File: src/rtl/m_am_dmem_arb.sv
// m_am_dmem_arb: round-robin arbiter giving core (port 0) and loader (port 1) turns on the shared dmem
// One owner at a time; bursts are cut after MAX_HOLD cycles when the other port is waiting.
module m_am_dmem_arb #(
    parameter int MAX_HOLD = 16
) (
    input  logic        w_clk,
    input  logic        w_rst,
    input  logic        w_req0,
    input  logic        w_we0,
    input  logic        w_last0,
    input  logic [31:0] w_adr0,
    input  logic [31:0] w_wd0,
    output logic        w_gnt0,
    output logic [31:0] w_rd0,
    output logic        w_rv0,
    input  logic        w_req1,
    input  logic        w_we1,
    input  logic        w_last1,
    input  logic [31:0] w_adr1,
    input  logic [31:0] w_wd1,
    output logic        w_gnt1,
    output logic [31:0] w_rd1,
    output logic        w_rv1,
    output logic [31:0] w_madr,
    output logic        w_mwe,
    output logic [31:0] w_mwd,
    input  logic [31:0] w_mrd
);
    localparam int HW = (MAX_HOLD > 2) ? $clog2(MAX_HOLD) : 1;
    localparam logic [HW-1:0] HMAX = HW'(MAX_HOLD - 1);

    typedef enum logic [1:0] {IDLE, OWN0, OWN1} state_t;

    state_t        state, state_nx;
    logic          ptr, ptr_nx;
    logic [HW-1:0] hc, hc_nx;
    logic          oreq, rel;

    always_ff @(posedge w_clk) begin
        if (w_rst) begin
            state <= IDLE;
            ptr   <= 1'b0;
            hc    <= '0;
        end else begin
            state <= state_nx;
            ptr   <= ptr_nx;
            hc    <= hc_nx;
        end
    end

    // the owner lets go after its last beat, or once its hold budget is spent while the other port waits
    always_comb begin
        oreq     = (state == OWN0) ? w_req1 : w_req0;
        rel      = ((state == OWN0) ? (w_gnt0 & w_last0) : (w_gnt1 & w_last1)) | ((hc == HMAX) & oreq);
        state_nx = state;
        ptr_nx   = ptr;
        hc_nx    = hc;
        if (state == IDLE) begin
            state_nx = (w_req0 & w_req1) ? (ptr ? OWN1 : OWN0) : w_req0 ? OWN0 : w_req1 ? OWN1 : IDLE;
        end else if (rel) begin
            state_nx = oreq ? ((state == OWN0) ? OWN1 : OWN0) : IDLE;
            ptr_nx   = (state == OWN0);
            hc_nx    = '0;
        end else begin
            hc_nx = (hc == HMAX) ? hc : hc + 1'b1;
        end
    end

    always_comb begin
        w_gnt0 = (state == OWN0) & w_req0 & ~w_rst;
        w_gnt1 = (state == OWN1) & w_req1 & ~w_rst;
        w_madr = (state == OWN1) ? w_adr1 : w_adr0;
        w_mwd  = (state == OWN1) ? w_wd1 : w_wd0;
        w_mwe  = (w_gnt0 & w_we0) | (w_gnt1 & w_we1);
    end

    always_ff @(posedge w_clk) begin
        if (w_rst) begin
            w_rv0 <= 1'b0;
            w_rv1 <= 1'b0;
            w_rd0 <= '0;
            w_rd1 <= '0;
        end else begin
            w_rv0 <= w_gnt0 & ~w_we0;
            w_rv1 <= w_gnt1 & ~w_we1;
            if (w_gnt0 & ~w_we0) w_rd0 <= w_mrd;
            if (w_gnt1 & ~w_we1) w_rd1 <= w_mrd;
        end
    end
endmodule

File: config.mk
export PLATFORM = sky130hd
export DESIGN_NAME = m_am_dmem_arb
export DESIGN_NICKNAME = d
export VERILOG_FILES = /design/src/rtl/m_am_dmem_arb.sv
export SDC_FILE = /design/constraint.sdc
export NUM_CORES = 1
export LEC_CHECK = 0
export ABC_AREA = 1
export CAP_MARGIN = 20
export CORE_AREA = 2 2 117 119
export CTS_CLUSTER_DIAMETER = 100
export DETAILED_ROUTE_END_ITERATION = 10
export DIE_AREA = 0 0 119 121
export PLACE_DENSITY = 0.7
export SYNTH_ARGS = -nofsm -noshare
export SYNTH_HDL_FRONTEND = slang
export SYNTH_SLANG_ARGS = --single-unit
File: constraint.sdc
create_clock -name w_clk -period 3.89 [get_ports w_clk]
set_input_delay 0.778 -clock w_clk [delete_from_list [all_inputs] [get_ports w_clk]]
set_output_delay 0.778 -clock w_clk [all_outputs]
set_load 0.005 [all_outputs]
-- After elaboration in Yosys (flattened, before gate mapping)
Cells that the tools add are included.
- equal/unequal tests: 4
- reductions and logical operators: 4
- bitwise logic cells: 18
- mux-type cells: 14
- $add $sub $neg: 1
- operator list (cell ; count):
    $mux W32 ; 2
    $mux W2 ; 8
    $and A1 B1 Y1 ; 12
    $mux W4 ; 2
    $add A4 B1 Y4 const B ; 1
    $eq A4 B4 Y1 const B ; 1
    $not A1 Y1 ; 4
    $reduce_and A2 Y1 ; 2
    $eq A2 B1 Y1 const B ; 1
    $eq A2 B2 Y1 const B ; 1
    $logic_not A2 Y1 ; 1
    $mux W1 ; 2
    $ne A2 B2 Y1 const B ; 1
    $or A1 B1 Y1 ; 2
    $reduce_bool A2 Y1 ; 1
- bits in registers: 73
- output and inout bits: 133
- input port bits: 168
- word-level logic and storage cells: 48

-- Logic depth before layout (Yosys ltp)
Gate-level depths: netlist of run 1.
- depth in word-level cells: 8
- gate-level depth with buffers: 10
- gate-level depth less buffers: 10

-- Least setup slack after synthesis of run 1
OpenSTA, ideal clock, no wires.
- path type: input port to output port
- start point: input w_req1
- end point: output w_mwe
- stages: 5
- required time: 3.112 ns
- arrival time: 1.268 ns
- path slack: 1.844 ns
- cells stage by stage: inv_1 nor2_1 nand2_1 inv_1 a22o_1
- cells in the longest elaborated chain, start to end: 4
- RTL lines (item ; line ; RTL):
    from (decl) ; 16 ; input logic w_req1,
    $and A1 B1 Y1 (2 in series) ; 71 ; w_gnt1 = (state == OWN1) & w_req1 & ~w_rst;
    via w_gnt1 ; 21 ; output logic w_gnt1,
    $and A1 B1 Y1 ; 74 ; w_mwe = (w_gnt0 & w_we0) | (w_gnt1 & w_we1);
    $or A1 B1 Y1 ; 74 ;
    to (decl) ; 25 ; output logic w_mwe,
The timed path passes the listed nets, and every way through them passes these cells.

-- Worst setup path in the final report of run 1
- start point: input w_rst
- end point: output w_mwe
- cells in the longest elaborated chain, start to end: 4
- elaborated cells between the ends (all ways): 6
- classes of those cells: 6 x bitwise
- RTL lines (item ; line ; RTL):
    from (decl) ; 7 ; input logic w_rst,
    $not A1 Y1 * ; 70, 71 ;
    $and A1 B1 Y1 (on tied branches) ; 70, 71 ;
    $and A1 B1 Y1 ; 74 ;
    $or A1 B1 Y1 * ; 74 ;
Every way passes the cells marked *; elsewhere a longest branch is shown, timed or not.

==> impl_metrics.env, run 1 <==
export IMPL_setup_viol=0
export IMPL_clkTransAtPathRegs_ns=0.05
export IMPL_ys_ff_latch=73
export IMPL_cts_setup_buffers=0
export IMPL_relSlewSlack_pct=57.99
export IMPL_worstSetupStartpoint="w_rst"
export IMPL_yosysTopAreaCell="dfxtp_1"
export IMPL_num_rows=42
export IMPL_start_util_pct=27.02
export IMPL_max_freq_mhz=322.2
export IMPL_ys_types=21
export IMPL_synth_area_sq_um=3536
export IMPL_startpoint_type="input port"
export IMPL_cts_resized=0
export IMPL_dpl_instance_area_sq_um=6654
export IMPL_setup_tns_ns=0
export IMPL_netlist_top_cells_area="dfxtp_1 (41%), nand2_1 (22%), nor2_1 (15%), o21ai_0 (7.8%), buf_2 (1.7%)"
export IMPL_grtUsageTotal_pct=19.91
export IMPL_cts_buffer_depth=2
export IMPL_synth_seq_area_share_pct=41.33
export IMPL_fin_crit_sh_pct=79.78
export IMPL_numCtsBuffers=9
export IMPL_seqPwrFrac_pct=35.4
export IMPL_syn_nets=738
export IMPL_ir_drop_mv=0.2667
export IMPL_drv_cap=0
export IMPL_clkPwrFrac_pct=37.7
export IMPL_finalClockSkew_ns=0.007208
export IMPL_tightest_slew_ns=0.6292
export IMPL_p_int_mw=1.670
export IMPL_mostFrequentLayoutCells="clkdlybuf4s50_1 (300), nand2_1 (211), nor2_1 (141)"
export IMPL_grt_pass1_wl_um=22420
export IMPL_slew_viol_final=0
export IMPL_cts_tree="yes"
export IMPL_cp_data_required_time_ns=3.11
export IMPL_min_from="ptr"
export IMPL_fp_dieW_um=119
export IMPL_dieHeight_um=121
export IMPL_swShare_pct=24.89
export IMPL_drc=0
export IMPL_nets=1022
export IMPL_htree_num_levels=3
export IMPL_drt_total_wl_um=14800
export IMPL_drtPass1Iterations=4
export IMPL_die_area_sq_um=14400
export IMPL_stdcell_count=1034
export IMPL_finalHoldViolations=0
export IMPL_layout_commonest_cell="clkdlybuf4s50_1"
export IMPL_clockRootBuffer="clkbuf_16"
export IMPL_rr_startpoint="state[0]"
export IMPL_crit_arrival_ns=2.33
export IMPL_worstHoldPathType="reg2reg"
export IMPL_num_vias=4438
export IMPL_yosysWarnings=0
export IMPL_synth_area_per_cell_sq_um=6.214
export IMPL_p_leak_nw=3.118
export IMPL_critPathCaptureType="primary output"
export IMPL_viasPerCell=4.292
export IMPL_areaGrowthSynthToFinish_pct=96.89
export IMPL_postRouteAntennaNets=0
export IMPL_drive_above_1_share_pct=3.730
export IMPL_switching_power_mw=0.5536
export IMPL_dp_hpwl_um=10950
export IMPL_antenna_cells=0
export IMPL_gp_congestion=0.7987
export IMPL_io_pins=301
export IMPL_period_needed_ns=3.103
export IMPL_cp_max_fo=6
export IMPL_crit_type="in2out"
export IMPL_grt_pass1_vias=4211
export IMPL_status="completed"
export IMPL_rsz0062_at_grt="no"
export IMPL_synth_top_area_share_pct=41.33
export IMPL_syn_inst=569
export IMPL_cts_sinks=73
export IMPL_grt_overflow=0
export IMPL_clk_latency_ns=0.33
export IMPL_grt_antenna_before_repair=0
export IMPL_p_per_area_nw_per_um2=319.5
export IMPL_drt_iter0_markers=227
export IMPL_drt_wirelength_per_cell_um=14.31
export IMPL_io_buffer_count=300
export IMPL_cts_hold_buf=0
export IMPL_dp_cells=1018
export IMPL_p_comb_share_pct=26.9
export IMPL_fp_coreArea_sq_um=13090
export IMPL_grt_max_degree=69
export IMPL_design_area_sq_um=6962
==> metrics by stage <==
| step | power, mW | hold slack (ns) | utilization (%) | worst slack [ns] |
|---|---|---|---|---|
| 2_1_floorplan | 0.9883 | 0.4394 | - | 1.844 |
| 3_3_place_gp | 1.405 | 0.4619 | 50.85 | 0.7928 |
| 3_5_place_dp | 1.406 | 0.4720 | 50.85 | 0.7730 |
| 4_1_cts | 2.251 | 0.4804 | 53.20 | 0.7678 |
| 5_1_grt | 2.327 | 0.5181 | 53.20 | 0.6954 |
| 6_report | 2.224 | 0.4808 | 53.20 | 0.7866 |
==> power by group through the flow <==
stage | registers, mW | logic [mW] | clock network [mW]
global placement | 0.803 | 0.601 | 0
finish | 0.787 | 0.599 | 0.838
floorplan | 0.803 | 0.186 | 0
CTS | 0.787 | 0.607 | 0.857
detailed placement | 0.803 | 0.603 | 0
global route | 0.790 | 0.655 | 0.881
==> critical path, stage by stage <==
cell and delay, ns:
clkdlybuf4s50_1 0.50, nor2_1 0.17, nand2_1 0.12, inv_1 0.11, a22o_1 0.13, clkdlybuf4s50_1 0.51
==> worst paths after layout <==
check / end / slack [ns] / cells after the start
max: w_mwe / 0.79 / 6
min: ptr / 0.48 / 2
max reg2reg: w_rd1[9] / 2.05 / 7
min reg2reg: ptr / 0.48 / 2
==> cell type report <==
class,instances,area (sq um)
Clock buffer,12,256.5
Clock inverter,4,51.30
Fill cell,1270,6123
Inverter,18,67.56
Multi-Input combinational cell,446,1839
Sequential cell,73,1461
Tap cell,176,220.2
Timing Repair Buffer,305,3065
==> cells by family after synthesis <==
logic type	count (synthesis)	share of synthesized area [%]
AOI/OAI and AO/OA	73	10.44
adders and majority gates	1	0.3538
and+or+nand+nor	371	40.83
xor gates and xnor gates	1	0.2477
DFF	73	41.33
buffers and inverters	50	6.794
==> cells in the mapped netlist <==
cell and count:
a21oi_1 5, buf_2 12, inv_2 5, nand3_1 10
nand2_1 211, inv_1 13, buf_4 4, o21ai_0 55
nand4_2 1, nor2_4 2, dfxtp_1 73, o21ai_1 12
xor2_1 1, nor2_2 2, nor2_1 141, clkbuf_1 13
buf_6 3, nand2_2 2, nand4_1 2, a22o_1 1
ha_1 1
==> metal layers <==
metal / vias to the layer above / global-route usage [%] / wire length [um]
li1: 2331 / - / -
met1: 1901 / 22.97 / 5892
met2: 193 / 33.37 / 6960
met3: 13 / 8.741 / 1784
met4: 0 / 5.878 / 160
met5: - / 0 / 0
==> flip-flops by register name, indices dropped and copies added, names as in the netlist <==
signal and cells:
w_rd0 32, w_rd1 32, hc 4, state 2, ptr 1, w_rv0 1
w_rv1 1
(Power assumes the default switching activity.)
==> inputs of run 2 (changes only) <==
- CORE_AREA: 2 2 117 119 -> 2 2 118 120
- DIE_AREA: 0 0 119 121 -> 0 0 120 122
- PLACE_DENSITY: 0.7 -> 0.69
- clock period: 3.89 -> 2.9 ns (I/O delays scaled with it)
==> impl_metrics.env, run 2 (synthesized netlist as in run 1, its figures left out) <==
export IMPL_cts_resized=0
export IMPL_postRouteAntennaNets=0
export IMPL_cts_setup_buffers=0
export IMPL_final_setup_worst_slack_ns=0.1770
export IMPL_rr_worst_depth=7
export IMPL_drt_iter0_markers=215
export IMPL_rsz0062_at_grt="no"
export IMPL_gp_congestion=0.8004
export IMPL_p_leak_nw=3.116
export IMPL_drt_wirelength_per_cell_um=13.59
export IMPL_cp_max_fo=2
export IMPL_cts_buffer_depth=2
export IMPL_grt_overflow=0
export IMPL_cts_tree="yes"
export IMPL_mostFrequentLayoutCells="clkdlybuf4s50_1 (300), nand2_1 (211), nor2_1 (141)"
export IMPL_drt_total_wl_um=14110
export IMPL_grt_antenna_before_repair=0
export IMPL_finalHoldViolations=0
export IMPL_n_fill_cell=1290
export IMPL_start_util_pct=26.18
export IMPL_crit_arrival_ns=2.14
export IMPL_grt_pass1_wl_um=21450
export IMPL_nets=1023
export IMPL_io_buffer_count=300
export IMPL_startpoint_type="input port"
export IMPL_fin_crit_sh_pct=93.90
export IMPL_finalClockSkew_ns=0.005494
export IMPL_power_total_mw=2.902
export IMPL_drc=0
export IMPL_drv_cap=0
export IMPL_num_rows=43
export IMPL_endpoint="w_mwe"
export IMPL_layout_commonest_cell="clkdlybuf4s50_1"
export IMPL_cts_hold_buf=0
export IMPL_drtPass1Iterations=4
export IMPL_slew_viol_final=0
export IMPL_fp_dieW_um=120
export IMPL_dp_hpwl_um=10340
export IMPL_htree_num_levels=3
export IMPL_p_per_area_nw_per_um2=416.9
export IMPL_relSlewSlack_pct=57.72
export IMPL_antenna_cells=0
export IMPL_clkTransAtPathRegs_ns=0.06
export IMPL_areaGrowthSynthToFinish_pct=96.89
export IMPL_cp_slowest_cell="clkdlybuf4s50_1"
export IMPL_num_vias=4441
export IMPL_tightest_slew_ns=0.6332
export IMPL_io_pins=301
export IMPL_grt_pass1_vias=4207
export IMPL_multi_input_area_sq_um=1839
export IMPL_min_path_cells=2
export IMPL_dieHeight_um=122
export IMPL_grt_max_degree=69
export IMPL_status="completed"
export IMPL_worstSetupStartpoint="w_req1"
export IMPL_numCtsBuffers=9
export IMPL_reg_top3="w_rd0: 32 flops, w_rd1: 32 flops, hc: 4 flops"
export IMPL_setup_tns_ns=0
export IMPL_clockRootBuffer="clkbuf_16"
export IMPL_place_ws_ns=0.1947
export IMPL_crit_type="in2out"
export IMPL_drive_above_1_share_pct=3.730
export IMPL_rr_startpoint="state[1]"
export IMPL_slowest_delay_ns=0.49
export IMPL_worstPathCellList="clkdlybuf4s50_1 -> inv_1 -> nor2_1 -> nand2_1 -> inv_1 -> a22o_1 -> clkdlybuf4s50_1"
export IMPL_grtUsageTotal_pct=18.42
export IMPL_rr_endpoint="w_rd1[7]"
export IMPL_cp_data_required_time_ns=2.32
export IMPL_critPathCaptureType="primary output"
export IMPL_ir_drop_mv=0.3510
export IMPL_fp_coreArea_sq_um=13500
export IMPL_die_area_sq_um=14640
export IMPL_max_freq_mhz=367.2
export IMPL_viasPerCell=4.278
export IMPL_worstHoldPathType="reg2reg"
export IMPL_rrSetupSlack_ns=1.27
export IMPL_period_needed_ns=2.723
export IMPL_seq_area_sq_um=1461
export IMPL_setup_viol=0
export IMPL_cts_sinks=73
export IMPL_clk_latency_ns=0.33
## run 2: layout make-up
type / count / share of cell area [%]
inverters: 18 / 0.9705
well taps: 180 / 3.235
clock inverters: 2 / 0.1797
flip-flops and latches: 73 / 20.99
multi-input cells: 446 / 26.42
clock buffers: 13 / 3.882
repair buffers: 306 / 44.32
## run 2: per-stage QoR
step	hold WS (ns)	instances	cell area (sq um)	utilization, %
floorplan	0.4394	569	3536	-
global placement	0.4613	1023	6679	49.46
detailed placement	0.4595	1023	6679	49.46
CTS	0.4678	1038	6962	51.55
global route	0.5141	1038	6962	51.55
finish	0.4754	1038	6962	51.55
## run 2: how the worst min path moves through the flow
stage          start  end  slack, ns
2_1_floorplan    ptr  ptr       0.44
3_5_place_dp     ptr  ptr       0.46
6_report         ptr  ptr       0.48
4_1_cts          ptr  ptr       0.47
3_3_place_gp     ptr  ptr       0.46
5_1_grt          ptr  ptr       0.51
## run 2: per-layer routing
metal / global-route usage [%] / share of wire (%) / routed length (um) / vias to the layer above
met4: 6.838 / 1.8 / 252 / 0
met2: 30.93 / 46 / 6492 / 191
li1: - / - / - / 2328
met5: 0 / 0 / 0 / -
met1: 20.76 / 41 / 5728 / 1904
met3: 7.959 / 12 / 1636 / 18
## run 2: critical path, delay by kind of cell
family | cells | cell delay [ns]
buf+inv | 4 | 1.13
simple gates | 2 | 0.29
compound gates | 1 | 0.14
## run 2: power by group
part / internal, mW / switching, mW
clock network: 0.643 / 0.408
registers: 1.04 / 0.0216
logic: 0.495 / 0.299
total: 2.17 / 0.729
